$ cat src/rtl/mem_access_ctrl.sv
// mem_access_ctrl: sequences one instruction at a time between the EX/MEM
// register and a fixed-latency data memory. Drives the memory request for
// LATENCY cycles and then presents a one-cycle result to writeback.
module mem_access_ctrl #(
  parameter int LATENCY = 3,
  parameter int DEST_W  = 5
) (
  input  logic              clk,
  input  logic              reset,
  input  logic              ex_valid,
  output logic              ex_ready,
  input  logic [31:0]       ex_address,
  input  logic [31:0]       ex_write_data,
  input  logic              ex_memRead,
  input  logic              ex_memWrite,
  input  logic              ex_word,
  input  logic              ex_regWrite,
  input  logic [DEST_W-1:0] ex_dest,
  output logic [31:0]       address,
  output logic [31:0]       write_data,
  output logic              memRead,
  output logic              memWrite,
  output logic              word,
  input  logic [31:0]       read_data,
  output logic              wb_valid,
  output logic [31:0]       wb_data,
  output logic [DEST_W-1:0] wb_dest,
  output logic              wb_regWrite,
  output logic              misaligned
);

  typedef enum logic {IDLE = 1'b0, ACCESS = 1'b1} state_t;

  localparam logic [4:0] CNT_INIT = 5'(LATENCY - 1);

  state_t              state_q, state_d;
  logic [4:0]          cnt_q, cnt_d;
  logic [31:0]         address_q, address_d;
  logic [31:0]         write_data_q, write_data_d;
  logic                memRead_q, memRead_d;
  logic                memWrite_q, memWrite_d;
  logic                word_q, word_d;
  logic                wb_valid_q, wb_valid_d;
  logic [31:0]         wb_data_q, wb_data_d;
  logic [DEST_W-1:0]   wb_dest_q, wb_dest_d;
  logic                wb_regWrite_q, wb_regWrite_d;
  logic                misaligned_q, misaligned_d;
  // Fields captured at acceptance and consumed when the access completes
  logic                load_q, load_d;
  logic                regwr_q, regwr_d;
  logic [DEST_W-1:0]   dest_q, dest_d;

  logic accept;
  logic is_mem;
  logic bad_align;

  assign ex_ready  = (state_q == IDLE) && !reset;
  assign accept    = ex_valid && ex_ready;
  assign is_mem    = ex_memRead || ex_memWrite;
  assign bad_align = ex_word && (ex_address[1:0] != 2'b00);

  // Next-state, request and result formation
  always_comb begin
    state_d       = state_q;
    cnt_d         = cnt_q;
    address_d     = address_q;
    write_data_d  = write_data_q;
    memRead_d     = memRead_q;
    memWrite_d    = memWrite_q;
    word_d        = word_q;
    wb_valid_d    = 1'b0;
    wb_data_d     = wb_data_q;
    wb_dest_d     = wb_dest_q;
    wb_regWrite_d = 1'b0;
    misaligned_d  = 1'b0;
    load_d        = load_q;
    regwr_d       = regwr_q;
    dest_d        = dest_q;
    unique case (state_q)
      IDLE: begin
        if (accept) begin
          if (!is_mem) begin
            // ALU result passes straight through in one cycle
            wb_valid_d    = 1'b1;
            wb_data_d     = ex_address;
            wb_dest_d     = ex_dest;
            wb_regWrite_d = ex_regWrite;
          end else if (bad_align) begin
            // Misaligned word access: no memory request is issued
            misaligned_d  = 1'b1;
            wb_valid_d    = 1'b1;
            wb_data_d     = 32'd0;
            wb_dest_d     = ex_dest;
          end else begin
            // A read+write request is handled as a store only
            state_d      = ACCESS;
            cnt_d        = CNT_INIT;
            address_d    = ex_address;
            write_data_d = ex_write_data;
            word_d       = ex_word;
            memWrite_d   = ex_memWrite;
            memRead_d    = ex_memRead && !ex_memWrite;
            load_d       = ex_memRead && !ex_memWrite;
            regwr_d      = ex_regWrite;
            dest_d       = ex_dest;
          end
        end
      end
      ACCESS: begin
        if (cnt_q == 5'd0) begin
          state_d    = IDLE;
          memRead_d  = 1'b0;
          memWrite_d = 1'b0;
          wb_valid_d = 1'b1;
          wb_dest_d  = dest_q;
          if (load_q) begin
            wb_data_d     = word_q ? read_data : {24'd0, read_data[7:0]};
            wb_regWrite_d = regwr_q;
          end else begin
            wb_data_d     = 32'd0;
          end
        end else begin
          cnt_d = cnt_q - 5'd1;
        end
      end
      default: state_d = IDLE;
    endcase
  end

  // State and output registers; reset clears everything and abandons any access
  always_ff @(posedge clk) begin
    if (reset) begin
      state_q       <= IDLE;
      cnt_q         <= 5'd0;
      address_q     <= 32'd0;
      write_data_q  <= 32'd0;
      memRead_q     <= 1'b0;
      memWrite_q    <= 1'b0;
      word_q        <= 1'b0;
      wb_valid_q    <= 1'b0;
      wb_data_q     <= 32'd0;
      wb_dest_q     <= '0;
      wb_regWrite_q <= 1'b0;
      misaligned_q  <= 1'b0;
      load_q        <= 1'b0;
      regwr_q       <= 1'b0;
      dest_q        <= '0;
    end else begin
      state_q       <= state_d;
      cnt_q         <= cnt_d;
      address_q     <= address_d;
      write_data_q  <= write_data_d;
      memRead_q     <= memRead_d;
      memWrite_q    <= memWrite_d;
      word_q        <= word_d;
      wb_valid_q    <= wb_valid_d;
      wb_data_q     <= wb_data_d;
      wb_dest_q     <= wb_dest_d;
      wb_regWrite_q <= wb_regWrite_d;
      misaligned_q  <= misaligned_d;
      load_q        <= load_d;
      regwr_q       <= regwr_d;
      dest_q        <= dest_d;
    end
  end

  assign address     = address_q;
  assign write_data  = write_data_q;
  assign memRead     = memRead_q;
  assign memWrite    = memWrite_q;
  assign word        = word_q;
  assign wb_valid    = wb_valid_q;
  assign wb_data     = wb_data_q;
  assign wb_dest     = wb_dest_q;
  assign wb_regWrite = wb_regWrite_q;
  assign misaligned  = misaligned_q;

endmodule

$ cat config.mk
export PLATFORM = sky130hd
export DESIGN_NAME = mem_access_ctrl
export DESIGN_NICKNAME = d
export VERILOG_FILES = /design/src/rtl/mem_access_ctrl.sv
export SDC_FILE = /design/constraint.sdc
export NUM_CORES = 1
export LEC_CHECK = 0
export CAP_MARGIN = 20
export CORE_MARGIN = 3
export CORE_UTILIZATION = 43
export CTS_CLUSTER_SIZE = 25
export DETAILED_ROUTE_END_ITERATION = 12
export GPL_ROUTABILITY_DRIVEN = 0
export PLACE_DENSITY = 0.83
export SYNTH_ARGS = -nofsm -noshare
export SYNTH_HDL_FRONTEND = slang
export SYNTH_SLANG_ARGS = --single-unit
$ cat constraint.sdc
create_clock -name clk -period 3.25 [get_ports clk]
set_input_delay 0.65 -clock clk [delete_from_list [all_inputs] [get_ports clk]]
set_output_delay 0.65 -clock clk [all_outputs]
set_load 0.02 [all_outputs]
[Word level (Yosys, flattened, before mapping)]
Cells that the tools add are included.
Storage, ports and cells
  bits in writable memories: 0
  logic and storage cells: 81
  input bits: 108
  ROM bits: 0
  bits in registers: 120
  latch bits: 0
  output and inout port bits: 108
  memories kept: 0
Operators by class
  multiply operators: 0
  bitwise operators: 4
  equality and inequality tests: 6
  muxes and demuxes: 41
  order comparisons: 0
  div/mod/pow operators: 0
  reduce and logical (&&, ||, !) cells: 14
  shift-type cells: 0
  add/sub/neg operators: 1
Operators with widths (count)
  $mux 32: 6
  $pmux 32 s2: 1
  $mux 5: 8
  $pmux 5 s2: 2
  $mux 1: 19
  $reduce_and 4->1: 3
  $pmux 1 s2: 5
  $ne 2x2->1 const B: 4
  $logic_not 5->1: 1
  $sub 5x1->5 const B: 1
  $logic_and 1x1->1: 4
  $not 1->1: 4
  $reduce_or 4->1: 1
  $ne 3x3->1 const B: 1
  $reduce_and 3->1: 1
  $logic_not 1->1: 2
  $ne 2x1->1 const B: 1
  $reduce_bool 2->1: 1
  $logic_or 1x1->1: 1

[Longest topological paths before layout]
  word-level depth: 6
  gate-level depth with buffers: 8
  gate-level depth less buffers: 6

[Worst setup path after synthesis]
OpenSTA, ideal clock, no wires.
  kind: in2out
  start: in reset
  end: out ex_ready
  path slack: 1.260 ns
  path buffers: 2
  stages: 3
  arrival time: 1.340 ns
  required time: 2.600 ns
  path through: clkbuf_1 > clkbuf_1 > nor2_1
On the way
  cells in the longest elaborated chain, start to end: 2
Ends and longest elaborated chain
  start, declared: line 9  | input logic reset,
  $logic_not 1->1: line 57  | assign ex_ready = (state_q == IDLE) && !reset;
  $logic_and 1x1->1: line 57
  end, declared: line 11  | output logic ex_ready,
No other way between the ends.

[Final worst setup path]
  start: reg cnt_q[0]
  end: reg wb_data_q[0] (netlist: wb_data[0])
On the way
  cells in the longest elaborated chain, start to end: 3
Ends and longest elaborated chain
  start, declared: line 37  | logic [4:0] cnt_q, cnt_d;
  start signal, assigned: line 150  | cnt_q <= cnt_d;
  $logic_not 5->1: line 110  | if (cnt_q == 5'd0) begin
  $ne 2x1->1 (no source line)
  $reduce_and 3->1 (no source line)
  end signal, assigned: line 157  | wb_data_q <= wb_data_d;
  end, declared: line 44  | logic [31:0] wb_data_q, wb_data_d;
No other way between the ends.
A chain may end at the register's enable or synchronous reset.

==> impl_metrics.ini <==
[global_route]
antenna_found_initial = 0
grt.overflow.total = 0
grt_use_total = 0.246
grt_pass1_vias = 4808
grt_max_degree = 71
grt_pass1_wl_um = 23300

[logic_synthesis]
syn_area_um2 = 4650
synth_top_area_frac = 0.516
synth_area_leaders = dfxtp_1, nand2_1, a21oi_1
avgSynthCellArea_um2 = 8.49
ys.warnings.count = 0
synthCells = 548
synth_top_flop_cell = dfxtp_1
ys_seq_area_frac = 0.516
synth_seq_cells = 120
synth_cell_types = 35
synth_enable_flop_cells = 0
synth_fp_nets = 657
async_reset_ff_frac = 0
synth_top_cell_by_area = dfxtp_1

[drt]
dr.pass1.iters = 7
viasPerCell = 5.45
dr_total_vias = 4865
remaining_drc_errors = 0
wl_met1_um = 5860
top_layer = met4
drtIter0Drc = 449
wirelength_um = 15300
route.met2.wl_um = 7390
final_antenna_net_count = 0
route.met3.wl_um = 1410
post_drt_wl_per_cell_um = 17.1

[die]
rows = 37
core_area_um2 = 10400
die_h_um = 110
start_util = 0.447
dieArea_um2 = 12100
die_x_um = 110
io_pins = 216

[pwr]
powerDensity_nw_per_um2 = 546
netSwitchingFraction = 0.250
clockPowerShare = 0.459
switchingPower_mw = 1.02
combPwrFrac = 0.151
vdd_drop_max_v = 0.000376
seqPwrFrac = 0.390
p_int_mw = 3.05
power.leakage_nw = 2.56

[clock_tree]
cts.clk_slew.worst_paths_ns = 0.06
clock_path_buffers = 2
cts_tree = built
cts_sinks = 120
post_cts_buffers = 0
htreeDepth = 4
cts_resized = 0
root_buffer = clkbuf_8
holdBufCountCts = 0
worstSkewPairLatency_ns = 0.50
numCtsBuffers = 17

[sta]
period_minus_slack_ns = 2.57
hold-worst-slack_ns = 0.453
fin_tns_setup_ns = 0
hold_violations = 0
drv_slew = 0
relSlewSlack = 0.334
tightest_slew_ns = 0.999
setup_viol = 0
rsz0062_at_grt = no
fmax_mhz = 388
final.setup_skew_ns = 0.00889
post-route-period-util = 0.792

[worst_setup_path]
worst-setup-path-type = reg2reg
crit_required_ns = 3.59
cp-start-kind = register
end_kind = register
path_max_fanout = 23
worstPathArrival_ns = 2.92

[cells_and_area]
fin_util = 0.714
nets = 853
finish.instance_area_um2 = 7440
final_layout_size_suffix_gt1_frac = 0.0687
synthToLayoutAreaGrowth_pct = 60.0
antenna_cells = 0

[flow_run]
maxCapViolations = 0

[placed_design]
dp_hpwl_um = 10400
port_buffers = 215
placed_cell_area_um2 = 6840

[status]
status = finished clean

[min_path]
hold_path.class = reg2reg
==> through the flow <==
step | total power, mW | worst slack [ns] | std cells
after global placement | 2.21 | 0.545 | 861
after detailed placement | 2.22 | 0.506 | 861
after CTS | 4.09 | 0.719 | 893
after global routing | 4.22 | 0.574 | 893
after floorplan | 1.89 | 1.26 | 548
final | 4.07 | 0.675 | 893
==> cell usage after synthesis, drive strengths merged, types with 5 or more instances <==
master	n
nand2	146
a221oi	5
buf	23
nor2b	7
clkbuf	28
a222oi	32
a21oi	76
a211oi	38
inv	39
dfxtp	120
nor3	5
==> cell usage in the layout, fill, tap and decap left out, drive strengths merged <==
master and n:
a211oi 38, clkdlybuf4s50 214, inv 41, nor4b 1, nand3 4, o31ai 1, nand2b 1, nor3 5
o21a 1, or4 1, and3 1, nor2b 7, a22o 1, nor3b 3, or3b 1, clkbuf 18
and2 2, bufinv 3, nor4 1, ha 1, a21oi 76, a221oi 5, dfxtp 120, o2bb2ai 1
a222oi 32, or3 1, nand2 146, clkinvlp 5, nor2 4, o31a 1, buf 14, a31oi 1
o21ai 2, clkinv 4
==> flip-flops by register name, indices dropped and copies added, names as in the netlist, 5 cells and up <==
register / flops
cnt_q: 5
dest_q: 5
wb_data: 32
address: 32
wb_dest: 5
write_data: 32
==> worst max-delay path, cell delays in order, from the launching register on <==
cell	delay [ns]
dfxtp_1	0.34
inv_1	0.09
ha_1	0.18
nand2_2	0.09
or4_1	0.85
buf_4	0.39
a222oi_1	0.40
a211oi_1	0.09
==> worst paths after layout <==
kind | slack [ns] | from | end | depth (start not counted)
max | 0.68 | cnt_q[0] | wb_data[0] | 7
min | 0.45 | write_data[13] | write_data[13] | 2
max reg2reg | 0.68 | cnt_q[0] | wb_data[0] | 7
min reg2reg | 0.45 | write_data[13] | write_data[13] | 2
==> logic make-up after synthesis <==
logic type / after synthesis / synth area share
adders and majority gates: 1 / 0.00269
AOI/OAI and AO/OA: 159 / 0.234
buffers and inverters: 90 / 0.0866
and+or+nand+nor: 178 / 0.161
DFF: 120 / 0.516
==> routing by layer <==
metal  GRT usage  up-vias
met5           0        -
met4       0.126        0
met3      0.0740       45
met2       0.425      243
met1       0.274     2267
li1            -     2310
==> area by class of cell <==
cell class / count / area (um2)
fillers: 805 / 2970
repair buffers: 228 / 2260
multi-input cells: 338 / 1860
clock inverters: 14 / 173
well taps: 136 / 170
clock buffers: 18 / 428
flip-flops and latches: 120 / 2400
inverters: 39 / 146
==> power groups by stage <==
stage               Sequential (mW)  Combinational, mW  Clock, mW
finish                         1.59              0.612       1.87
global route                   1.59              0.653       1.97
CTS                            1.59              0.613       1.89
detailed placement             1.62              0.608          0
global placement               1.61              0.596          0
floorplan                      1.70              0.195          0
No activity file was read; power rests on OpenSTA's default activity.
